## config.mk

```make
export PLATFORM = sky130hd
export DESIGN_NAME = sha2cuctrl_flat
export DESIGN_NICKNAME = d
export VERILOG_FILES = /design/src/rtl/sha2cuctrl_pkg.sv /design/src/rtl/sha2cuctrl_if.sv /design/src/rtl/sha2cuctrl_rndcnt.sv /design/src/rtl/sha2cuctrl.sv /design/src/flat_wrapper.sv
export SDC_FILE = /design/constraint.sdc
export NUM_CORES = 1
export LEC_CHECK = 0
export BUFFER_PORTS_ARGS = -buffer_cell sky130_fd_sc_hd__buf_2
export CELL_PAD_IN_SITES_DETAIL_PLACEMENT = 2
export CELL_PAD_IN_SITES_GLOBAL_PLACEMENT = 2
export CORE_ASPECT_RATIO = 0.9
export CORE_MARGIN = 3
export CORE_UTILIZATION = 27
export CTS_BUF_LIST = sky130_fd_sc_hd__clkbuf_4
export DETAILED_ROUTE_END_ITERATION = 16
export PLACE_DENSITY_LB_ADDON = 0.1
export SLEW_MARGIN = 5
export SYNTH_ARGS = -nofsm -noshare
export SYNTH_HDL_FRONTEND = slang
export SYNTH_SLANG_ARGS = --single-unit
```

## constraint.sdc

```tcl
create_clock -name clk -period 1.35 [get_ports clk]
set_clock_uncertainty 0.1 [all_clocks]
set_input_delay 0 -clock clk [delete_from_list [all_inputs] [get_ports clk]]
set_output_delay 0 -clock clk [all_outputs]
set_load 0.01 [all_outputs]
```

## src/rtl/sha2cuctrl_pkg.sv

```systemverilog
// sha2_pkg: shared state encoding and sizing constants for the SHA-2 compression control path
package sha2_pkg;
    localparam int SHA256_ROUNDS = 64;
    localparam int SCHED_WORDS = 16;
    typedef enum logic [2:0] {IDLE, INIT, LDWV, ROUND, UPD, DONE} state_e;
endpackage

```

## src/rtl/sha2cuctrl_if.sv

```systemverilog
// sha2cuctrl_if: block handshake from the input unit plus datapath enables of the compression unit
interface sha2cuctrl_if #(
    parameter int RND_W = 6
);
    logic             blk_val;
    logic             msg_end;
    logic             blk_ack;
    logic             ld_blk;
    logic             init_hv;
    logic             ld_wv;
    logic             rnd_en;
    logic [RND_W-1:0] rnd;
    logic             w_exp;
    logic             upd_hv;
    logic             dgst_val;
    logic             busy;
    modport master (
        input  blk_val, msg_end,
        output blk_ack, ld_blk, init_hv, ld_wv, rnd_en, rnd, w_exp, upd_hv, dgst_val, busy
    );
    modport slave (
        output blk_val, msg_end,
        input  blk_ack, ld_blk, init_hv, ld_wv, rnd_en, rnd, w_exp, upd_hv, dgst_val, busy
    );
endinterface

```

## src/rtl/sha2cuctrl_rndcnt.sv

```systemverilog
// sha2rndcnt: round index counter with clear, enable and a terminal flag at the last round
module sha2rndcnt #(
    parameter int ROUNDS = 64,
    parameter int RND_W = $clog2(ROUNDS)
) (
    input  logic             clk,
    input  logic             rst,
    input  logic             clr_i,
    input  logic             en_i,
    output logic [RND_W-1:0] cnt_o,
    output logic             tc_o
);
    logic [RND_W-1:0] cnt_q, cnt_d;
    always_comb cnt_d = clr_i ? '0 : en_i ? cnt_q + RND_W'(1) : cnt_q;
    always_ff @(posedge clk) begin
        if (rst) cnt_q <= '0;
        else cnt_q <= cnt_d;
    end
    assign cnt_o = cnt_q;
    assign tc_o = cnt_q == RND_W'(ROUNDS - 1);
endmodule

```

## src/rtl/sha2cuctrl.sv

```systemverilog
// sha2cuctrl: per-block FSM sequencing load, H init/reuse, round loop and H update of the SHA-2 core
module sha2cuctrl #(
    parameter int ROUNDS = sha2_pkg::SHA256_ROUNDS,
    parameter int SCHED_WORDS = sha2_pkg::SCHED_WORDS,
    parameter int RND_W = $clog2(ROUNDS)
) (
    input logic          clk,
    input logic          rst,
    sha2cuctrl_if.master io
);
    import sha2_pkg::*;
    state_e           state_q, state_d;
    logic             first_q, first_d, lst_q, lst_d;
    logic             cnt_clr, cnt_en, cnt_tc;
    logic [RND_W-1:0] rnd_q;
    logic             blk_ack, ld_blk, init_hv, ld_wv, rnd_en, w_exp, upd_hv, dgst_val;
    sha2rndcnt #(.ROUNDS(ROUNDS), .RND_W(RND_W)) u_rndcnt (
        .clk   (clk),
        .rst   (rst),
        .clr_i (cnt_clr),
        .en_i  (cnt_en),
        .cnt_o (rnd_q),
        .tc_o  (cnt_tc)
    );
    // Outputs are forced low while rst is high so an abort is visible in the same cycle
    always_comb begin
        state_d  = state_q;
        first_d  = first_q;
        lst_d    = lst_q;
        cnt_clr  = 1'b0;
        cnt_en   = 1'b0;
        blk_ack  = 1'b0;
        ld_blk   = 1'b0;
        init_hv  = 1'b0;
        ld_wv    = 1'b0;
        rnd_en   = 1'b0;
        w_exp    = 1'b0;
        upd_hv   = 1'b0;
        dgst_val = 1'b0;
        if (!rst) begin
            unique case (state_q)
                IDLE: if (io.blk_val) begin
                    blk_ack = 1'b1;
                    ld_blk  = 1'b1;
                    lst_d   = io.msg_end;
                    state_d = first_q ? INIT : LDWV;
                end
                INIT: begin
                    init_hv = 1'b1;
                    state_d = LDWV;
                end
                LDWV: begin
                    ld_wv   = 1'b1;
                    cnt_clr = 1'b1;
                    state_d = ROUND;
                end
                ROUND: begin
                    rnd_en  = 1'b1;
                    w_exp   = int'(rnd_q) >= SCHED_WORDS;
                    cnt_clr = cnt_tc;
                    cnt_en  = !cnt_tc;
                    state_d = cnt_tc ? UPD : ROUND;
                end
                UPD: begin
                    upd_hv  = 1'b1;
                    first_d = lst_q;
                    state_d = lst_q ? DONE : IDLE;
                end
                DONE: begin
                    dgst_val = 1'b1;
                    state_d  = IDLE;
                end
                default: state_d = IDLE;
            endcase
        end
    end
    always_ff @(posedge clk) begin
        if (rst) begin
            state_q <= IDLE;
            first_q <= 1'b1;
            lst_q   <= 1'b0;
        end else begin
            state_q <= state_d;
            first_q <= first_d;
            lst_q   <= lst_d;
        end
    end
    assign io.blk_ack  = blk_ack;
    assign io.ld_blk   = ld_blk;
    assign io.init_hv  = init_hv;
    assign io.ld_wv    = ld_wv;
    assign io.rnd_en   = rnd_en;
    assign io.rnd      = rst ? '0 : rnd_q;
    assign io.w_exp    = w_exp;
    assign io.upd_hv   = upd_hv;
    assign io.dgst_val = dgst_val;
    assign io.busy     = !rst && state_q != IDLE;
endmodule

```

## src/flat_wrapper.sv

```systemverilog
// flat-port wrapper written by rule: the top's interface ports become plain ports
module sha2cuctrl_flat import sha2_pkg::*;
#(
    parameter int ROUNDS = sha2_pkg::SHA256_ROUNDS,
    parameter int SCHED_WORDS = sha2_pkg::SCHED_WORDS,
    parameter int RND_W = $clog2(ROUNDS)
)
  (clk, rst, io_blk_val, io_msg_end, io_blk_ack, io_ld_blk, io_init_hv, io_ld_wv, io_rnd_en, io_rnd, io_w_exp, io_upd_hv, io_dgst_val, io_busy);
  sha2cuctrl_if #(.RND_W(RND_W)) io_i ();
  input logic clk;
  input logic rst;
  input wire logic [$bits(io_i.blk_val)-1:0] io_blk_val;
  input wire logic [$bits(io_i.msg_end)-1:0] io_msg_end;
  output wire logic [$bits(io_i.blk_ack)-1:0] io_blk_ack;
  output wire logic [$bits(io_i.ld_blk)-1:0] io_ld_blk;
  output wire logic [$bits(io_i.init_hv)-1:0] io_init_hv;
  output wire logic [$bits(io_i.ld_wv)-1:0] io_ld_wv;
  output wire logic [$bits(io_i.rnd_en)-1:0] io_rnd_en;
  output wire logic [$bits(io_i.rnd)-1:0] io_rnd;
  output wire logic [$bits(io_i.w_exp)-1:0] io_w_exp;
  output wire logic [$bits(io_i.upd_hv)-1:0] io_upd_hv;
  output wire logic [$bits(io_i.dgst_val)-1:0] io_dgst_val;
  output wire logic [$bits(io_i.busy)-1:0] io_busy;
  assign io_i.blk_val = io_blk_val;
  assign io_i.msg_end = io_msg_end;
  assign io_blk_ack = io_i.blk_ack;
  assign io_ld_blk = io_i.ld_blk;
  assign io_init_hv = io_i.init_hv;
  assign io_ld_wv = io_i.ld_wv;
  assign io_rnd_en = io_i.rnd_en;
  assign io_rnd = io_i.rnd;
  assign io_w_exp = io_i.w_exp;
  assign io_upd_hv = io_i.upd_hv;
  assign io_dgst_val = io_i.dgst_val;
  assign io_busy = io_i.busy;
  sha2cuctrl #(.ROUNDS(ROUNDS), .SCHED_WORDS(SCHED_WORDS), .RND_W(RND_W)) u_core (.clk(clk), .rst(rst), .io(io_i));
endmodule
```

==> results of run 1 <==
==> routing by layer <==
layer / share of wire / global-route usage / vias to the layer above / routed length [um]
met5: 0 / 0 / - / 0
met4: 0.025 / 0.0347 / 0 / 76
met3: 0.025 / 0.0512 / 6 / 77
met2: 0.53 / 0.331 / 16 / 1600
met1: 0.42 / 0.227 / 361 / 1270
li1: - / - / 360 / -
==> worst min-delay path: stages <==
cell,delay [ns]
buf_2,0.13
buf_4,0.20
nor2_1,0.10
==> worst max-delay path by stage <==
stage                                          startpoint                                    end  slack (ns)  cells past startpoint
finish              u_core.u_rndcnt.cnt_o[1]$_SDFFE_PP0P_         u_core.state_q[1]$_SDFFE_PP0P_       -0.11                      4
detailed placement  u_core.u_rndcnt.cnt_o[0]$_SDFFE_PP0P_         u_core.state_q[2]$_SDFFE_PP0P_       -0.12                      5
global placement    u_core.u_rndcnt.cnt_o[1]$_SDFFE_PP0P_  u_core.u_rndcnt.cnt_o[1]$_SDFFE_PP0P_       -0.06                      5
floorplan           u_core.u_rndcnt.cnt_o[0]$_SDFFE_PP0P_         u_core.state_q[0]$_SDFFE_PP0P_        0.01                      5
global route        u_core.u_rndcnt.cnt_o[1]$_SDFFE_PP0P_  u_core.u_rndcnt.cnt_o[1]$_SDFFE_PP0P_       -0.15                      5
CTS                        u_core.state_q[0]$_SDFFE_PP0P_                                io_busy       -0.01                      5
==> power by group <==
group | total (W) | internal (W) | switching (W)
clock network | 0.000254 | 0.000135 | 0.000119
registers | 0.000345 | 0.000334 | 0.0000113
logic | 0.000211 | 0.000101 | 0.000109
==> layout make-up <==
cell class | instances | area [um^2]
Sequential cell | 11 | 230
Multi-Input combinational cell | 64 | 554
Fill cell | 244 | 1140
Clock buffer | 4 | 30.0
Inverter | 1 | 3.75
Timing Repair Buffer | 37 | 268
Tap cell | 27 | 33.8
==> sequential cells by signal, summed over array words and instances, names as in the netlist <==
| signal | flops |
|---|---|
| u_core.first_q | 1 |
| u_core.lst_q | 1 |
| u_core.state_q | 3 |
| u_core.u_rndcnt.cnt_o | 6 |
==> layout by cell type, fill, tap and decap left out, types with 3 or more instances in the layout <==
| cell | count |
|---|---|
| buf_2 | 18 |
| nand3b_1 | 3 |
| nand2b_4 | 3 |
| buf_4 | 10 |
| nor2b_1 | 7 |
| nor2_1 | 7 |
| dfxtp_1 | 7 |
| xor2_1 | 3 |
| nor3_2 | 4 |
| buf_6 | 6 |
| a21oi_1 | 3 |
| nand2_1 | 3 |
| o21ai_0 | 3 |
| clkbuf_4 | 4 |
==> stage by stage <==
stage               TNS [ns]  utilization
floorplan                  0            -
global placement      -0.346        0.377
detailed placement    -0.757        0.377
CTS                  -0.0133        0.440
global route           -1.25        0.495
finish                -0.435        0.495
==> synthesized netlist by cell type (2+ instances only) <==
cell type	n	area [um^2]
a21o_1	2	15.0
a21oi_1	3	15.0
buf_2	2	10.0
dfxtp_1	11	220
nand2_1	4	15.0
nand2b_1	4	25.0
nand3b_1	3	22.5
nor2_1	10	37.5
nor2b_1	7	43.8
nor3_1	6	30.0
o211ai_1	2	15.0
o21ai_0	4	20.0
xor2_1	4	35.0
==> cell families (layout without fill, tap and decap cells) <==
logic type                 after synthesis  after routing  share of synthesized area
xor gates and xnor gates                 4              4                     0.0527
AOI/OAI and AO/OA                       16             16                      0.168
adders and majority gates                1              1                     0.0188
buffers and inverters                    6             42                     0.0546
muxes                                    1              1                     0.0151
DFF                                     11             11                      0.331
and+or+nand+nor                         42             42                      0.360
==> what timing repair did <==
item                                    4_1_cts  5_1_grt
endpoints found under the setup margin       15       17
buffers inserted                              2        2
pin swaps                                     6       10
resized for setup                            19       24
hold buffers                                  2        0
hold endpoints to repair                      1        0
==> flow_metrics.env, run 1 <==
export IMPL_viasPerCell=5.16
export IMPL_hpwl_um=1590
export IMPL_drv_cap=0
export IMPL_hold_path_end="u_core.u_rndcnt.cnt_o[4]$_SDFFE_PP0P_"
export IMPL_clk_pin_slew_ns=0.08
export IMPL_cts_root_buffer="clkbuf_4"
export IMPL_synthFlopType="dfxtp_1"
export IMPL_violations="negative setup slack"
export IMPL_drv_slew=0
export IMPL_required_ns=1.38
export IMPL_num_rows=16
export IMPL_synth_area_um2=664
export IMPL_synth_edff_count=0
export IMPL_drc_errors=0
export IMPL_setup_viol=10
export IMPL_drt_iter0_markers=32
export IMPL_reg2reg_depth=4
export IMPL_syn_nets=86
export IMPL_place_ws_ns=-0.118
export IMPL_r2r_end="u_core.state_q[1]$_SDFFE_PP0P_"
export IMPL_placed_cells=134
export IMPL_status="complete, but fails checks"
export IMPL_htree_levels=1
export IMPL_ir_drop_uv=559
export IMPL_ys_warn_count=0
export IMPL_cp_start_kind="flip-flop"
export IMPL_wire_per_inst_um=21.0
export IMPL_synthDistinctLibCells=32
export IMPL_grt_pass1_wl_um=4100
export IMPL_numCtsBuffers=3
export IMPL_wl_um=3030
export IMPL_grtUsageTotal=0.187
export IMPL_diodes=0
export IMPL_relSlewSlack=0.729
export IMPL_grt_pass1_vias=729
export IMPL_numPortBuffers=18
export IMPL_crit_chain="ha_4, nand3_4, nor3_2, a2111oi_1"
export IMPL_fin_ws_ns=-0.108
export IMPL_coreArea_um2=2260
export IMPL_dpl_cell_area_um2=853
export IMPL_avgSynthCellArea_um2=8.20
export IMPL_syn_inst=81
export IMPL_power_total_w=0.000810
export IMPL_cts_num_sinks=11
export IMPL_critPathKind="flip-flop to flip-flop"
export IMPL_synthArstFlopShare=0
export IMPL_hold_depth=3
export IMPL_r2r_setup_slack_ns=-0.11
export IMPL_timing_rr_start="u_core.u_rndcnt.cnt_o[1]$_SDFFE_PP0P_"
export IMPL_insertion_delay_ns=0.27
export IMPL_cts_tree="built"
export IMPL_dr_pass1_iters=4
export IMPL_hp_class="primary input to flip-flop"
export IMPL_cpPeakStageDelay_ns=0.47
export IMPL_synth_seq_area_share=0.331
export IMPL_power_density_nw_per_um2=723
export IMPL_tightest_slew_ns=0.406
export IMPL_antenna_left=0
export IMPL_syn2layout_area_growth_pct=68.5
export IMPL_die_w_um=58.3
export IMPL_synth_seq_cells=11
export IMPL_io_pins=19
export IMPL_crit_family="compound AO/OA/AOI/OAI gates"
export IMPL_initial_utilization=0.294
export IMPL_period_share=1.08
export IMPL_drive_above_1_share=0.564
export IMPL_finalNonFillerCells=144
export IMPL_final_min_clock_period_ns=1.46
export IMPL_worst_setup_path_end_kind="flip-flop"
export IMPL_antenna_found_initial=0
export IMPL_gp_congestion=0.712
export IMPL_whs_ns=0.0886
export IMPL_grt_overflow=0
export IMPL_postLayoutCellArea_um2=1120
export IMPL_clockBufferDepth=2
export IMPL_worstHoldStart="rst"
export IMPL_max_freq_ghz=0.686
export IMPL_arrival_ns=1.49
export IMPL_num_vias=743
export IMPL_path_max_fanout=8
export IMPL_hold_viol=0
export IMPL_die_h_um=53.1
export IMPL_cellLeakagePower_nw=0.459
export IMPL_die_area_um2=3090
export IMPL_rsz0062_at_grt="true"
export IMPL_cp_num_buf_inv=0
export IMPL_nets=123
export IMPL_cp_slowest_cell="a2111oi_1"
export IMPL_grt_max_degree=15
Note: power is estimated with default switching activity, not from simulation.
==> run 2: changes to the inputs <==
--- a/config.mk
+++ b/config.mk
@@ -10,8 +10,9 @@
 export CELL_PAD_IN_SITES_GLOBAL_PLACEMENT = 2
 export CORE_ASPECT_RATIO = 0.9
 export CORE_MARGIN = 3
-export CORE_UTILIZATION = 27
+export CORE_UTILIZATION = 32
 export CTS_BUF_LIST = sky130_fd_sc_hd__clkbuf_4
+export CTS_CLUSTER_SIZE = 24
 export DETAILED_ROUTE_END_ITERATION = 16
 export PLACE_DENSITY_LB_ADDON = 0.1
 export SLEW_MARGIN = 5
==> constraint.sdc (replaced) <==
create_clock -name clk -period 1.8 [get_ports clk]
set_clock_uncertainty 0.1 [all_clocks]
set_input_delay 0 -clock clk [delete_from_list [all_inputs] [get_ports clk]]
set_output_delay 0 -clock clk [all_outputs]
set_load 0.01 [all_outputs]
==> flow_metrics.env, run 2 (synthesis results as in run 1) <==
export IMPL_initial_utilization=0.368
export IMPL_fin_util=0.456
export IMPL_arrival_ns=1.78
export IMPL_coreArea_um2=1800
export IMPL_status="finished, final reports clean"
export IMPL_period_share=0.923
export IMPL_cp_num_buf_inv=1
export IMPL_drv_cap=0
export IMPL_path_max_fanout=11
export IMPL_die_w_um=54.0
export IMPL_required_ns=1.91
export IMPL_hp_class="primary input to flip-flop"
export IMPL_nets=107
export IMPL_clockBufferDepth=2
export IMPL_die_area_um2=2660
export IMPL_setup_viol=0
export IMPL_insertion_delay_ns=0.28
export IMPL_antenna_left=0
export IMPL_grt_pass1_wl_um=3770
export IMPL_drc_errors=0
export IMPL_wl_um=2250
export IMPL_drive_above_1_share=0.277
export IMPL_cts_tree="built"
export IMPL_viasPerCell=5.40
export IMPL_nFillCells=223
export IMPL_final_common_cell="buf_2"
export IMPL_drv_slew=0
export IMPL_sw_frac_of_total=0.291
export IMPL_reg2reg_depth=4
export IMPL_cp_num_cells=4
export IMPL_power_density_nw_per_um2=657
export IMPL_relSlewSlack=0.664
export IMPL_finalNonFillerCells=125
export IMPL_crit_chain="nor3_2, nand3_1, dlygate4sd3_1, a21oi_1"
export IMPL_cp_startpoint="u_core.state_q[1]$_SDFFE_PP0P_"
export IMPL_top_layer_used="met4"
export IMPL_grt_max_degree=18
export IMPL_grt_overflow=0
export IMPL_p_switching_w=0.000157
export IMPL_p_clk_frac=0.364
export IMPL_max_freq_ghz=0.602
export IMPL_internal_power_w=0.000383
export IMPL_gp_congestion=0.703
export IMPL_final_min_clock_period_ns=1.66
export IMPL_cts_num_sinks=11
export IMPL_antenna_found_initial=0
export IMPL_io_pins=19
export IMPL_largest_register_ffs=6
export IMPL_cts_root_buffer="clkbuf_4"
export IMPL_hold_viol=0
export IMPL_r2r_setup_slack_ns=0.14
export IMPL_die_h_um=49.2
export IMPL_tightest_slew_ns=0.503
export IMPL_timing_rr_start="u_core.state_q[1]$_SDFFE_PP0P_"
export IMPL_dr_wl_met2_um=1080
export IMPL_endpoint="u_core.lst_q$_SDFFE_PP0N_"
export IMPL_wire_per_inst_um=18.0
export IMPL_dr_pass1_iters=4
export IMPL_seqPwrFrac=0.496
export IMPL_numPortBuffers=18
export IMPL_crit_family="buffers and inverters"
export IMPL_combPwrFrac=0.140
export IMPL_numCtsBuffers=3
export IMPL_htree_levels=1
export IMPL_drt_met1_wl_um=1050
export IMPL_ir_drop_uv=478
export IMPL_syn2layout_area_growth_pct=23.7
export IMPL_num_vias=675
export IMPL_diodes=0
export IMPL_final_cell_mix="18 x buf_2, 11 x dfxtp_1, 10 x nor2_1, 7 x nor2b_1"
export IMPL_cp_start_kind="flip-flop"
export IMPL_grt_pass1_vias=721
export IMPL_cellLeakagePower_nw=0.353
export IMPL_hpwl_um=1400
export IMPL_cts_setup_buffers=0
export IMPL_cp_slowest_cell="dlygate4sd3_1"
export IMPL_grtUsageTotal=0.198
export IMPL_wl_met3_um=107
export IMPL_critPathKind="flip-flop to flip-flop"
export IMPL_placed_cells=118
export IMPL_worst_setup_path_end_kind="flip-flop"
export IMPL_num_rows=14
export IMPL_cpPeakStageDelay_ns=0.56
export IMPL_drt_iter0_markers=9
export IMPL_r2r_end="u_core.lst_q$_SDFFE_PP0N_"
export IMPL_clk_pin_slew_ns=0.08
-- run 2: layout make-up --
type                       count  area, um^2  share of cell area
clock buffer                   4        30.0              0.0365
inverter                       1        3.75             0.00457
multi-input combinational     64         418               0.508
sequential                    11         220               0.268
tap                           24        30.0              0.0365
timing repair buffer          21         120               0.146
-- run 2: how the worst min path moves through the flow --
stage	depth (start not counted)	slack (ns)	startpoint	endpoint
2_1_floorplan	1	-0.05	rst	io_rnd[0]
3_3_place_gp	3	0.17	io_msg_end	u_core.lst_q$_SDFFE_PP0N_
3_5_place_dp	3	0.17	io_msg_end	u_core.lst_q$_SDFFE_PP0N_
4_1_cts	4	0.03	io_blk_val	u_core.lst_q$_SDFFE_PP0N_
5_1_grt	4	0.12	io_blk_val	u_core.lst_q$_SDFFE_PP0N_
6_report	4	0.08	io_blk_val	u_core.lst_q$_SDFFE_PP0N_
-- run 2: worst register-to-register path, stage by stage (launching register included) --
cell	delay (ns)
dfxtp_1	0.44
nor3_2	0.28
nand3_1	0.09
dlygate4sd3_1	0.56
a21oi_1	0.13
-- run 2: per-stage QoR --
stage / worst slack (ns) / hold slack [ns] / power, W / instance area [um^2] / TNS, ns
floorplan: 0.460 / -0.0536 / 0.000315 / 664 / 0
global placement: 0.312 / 0.173 / 0.000334 / 752 / 0
global route: -0.0000409 / 0.120 / 0.000571 / 822 / -0.0000409
finish: 0.138 / 0.0779 / 0.000540 / 822 / 0
detailed placement: 0.200 / 0.167 / 0.000337 / 752 / 0
CTS: 0.156 / 0.0304 / 0.000541 / 812 / 0
-- run 2: per-layer routing --
layer  vias up  global-route usage
met5         -                   0
met4         0              0.0498
met3         2              0.0550
met2        18               0.298
met1       326               0.275
li1        329                   -
-- run 2: what timing repair did --
item | CTS | global route
endpoints found under the hold margin | 2 | 0
hold buffers | 3 | 0
resized for setup | 0 | 2
endpoints found under the setup margin | 0 | 3
-- run 2: power groups by stage --
stage | registers, W | clock network, W | logic, W
global placement | 0.000271 | 0 | 0.0000630
floorplan | 0.000259 | 0 | 0.0000554
detailed placement | 0.000271 | 0 | 0.0000654
finish | 0.000268 | 0.000197 | 0.0000755
global route | 0.000271 | 0.000214 | 0.0000857
CTS | 0.000265 | 0.000204 | 0.0000718
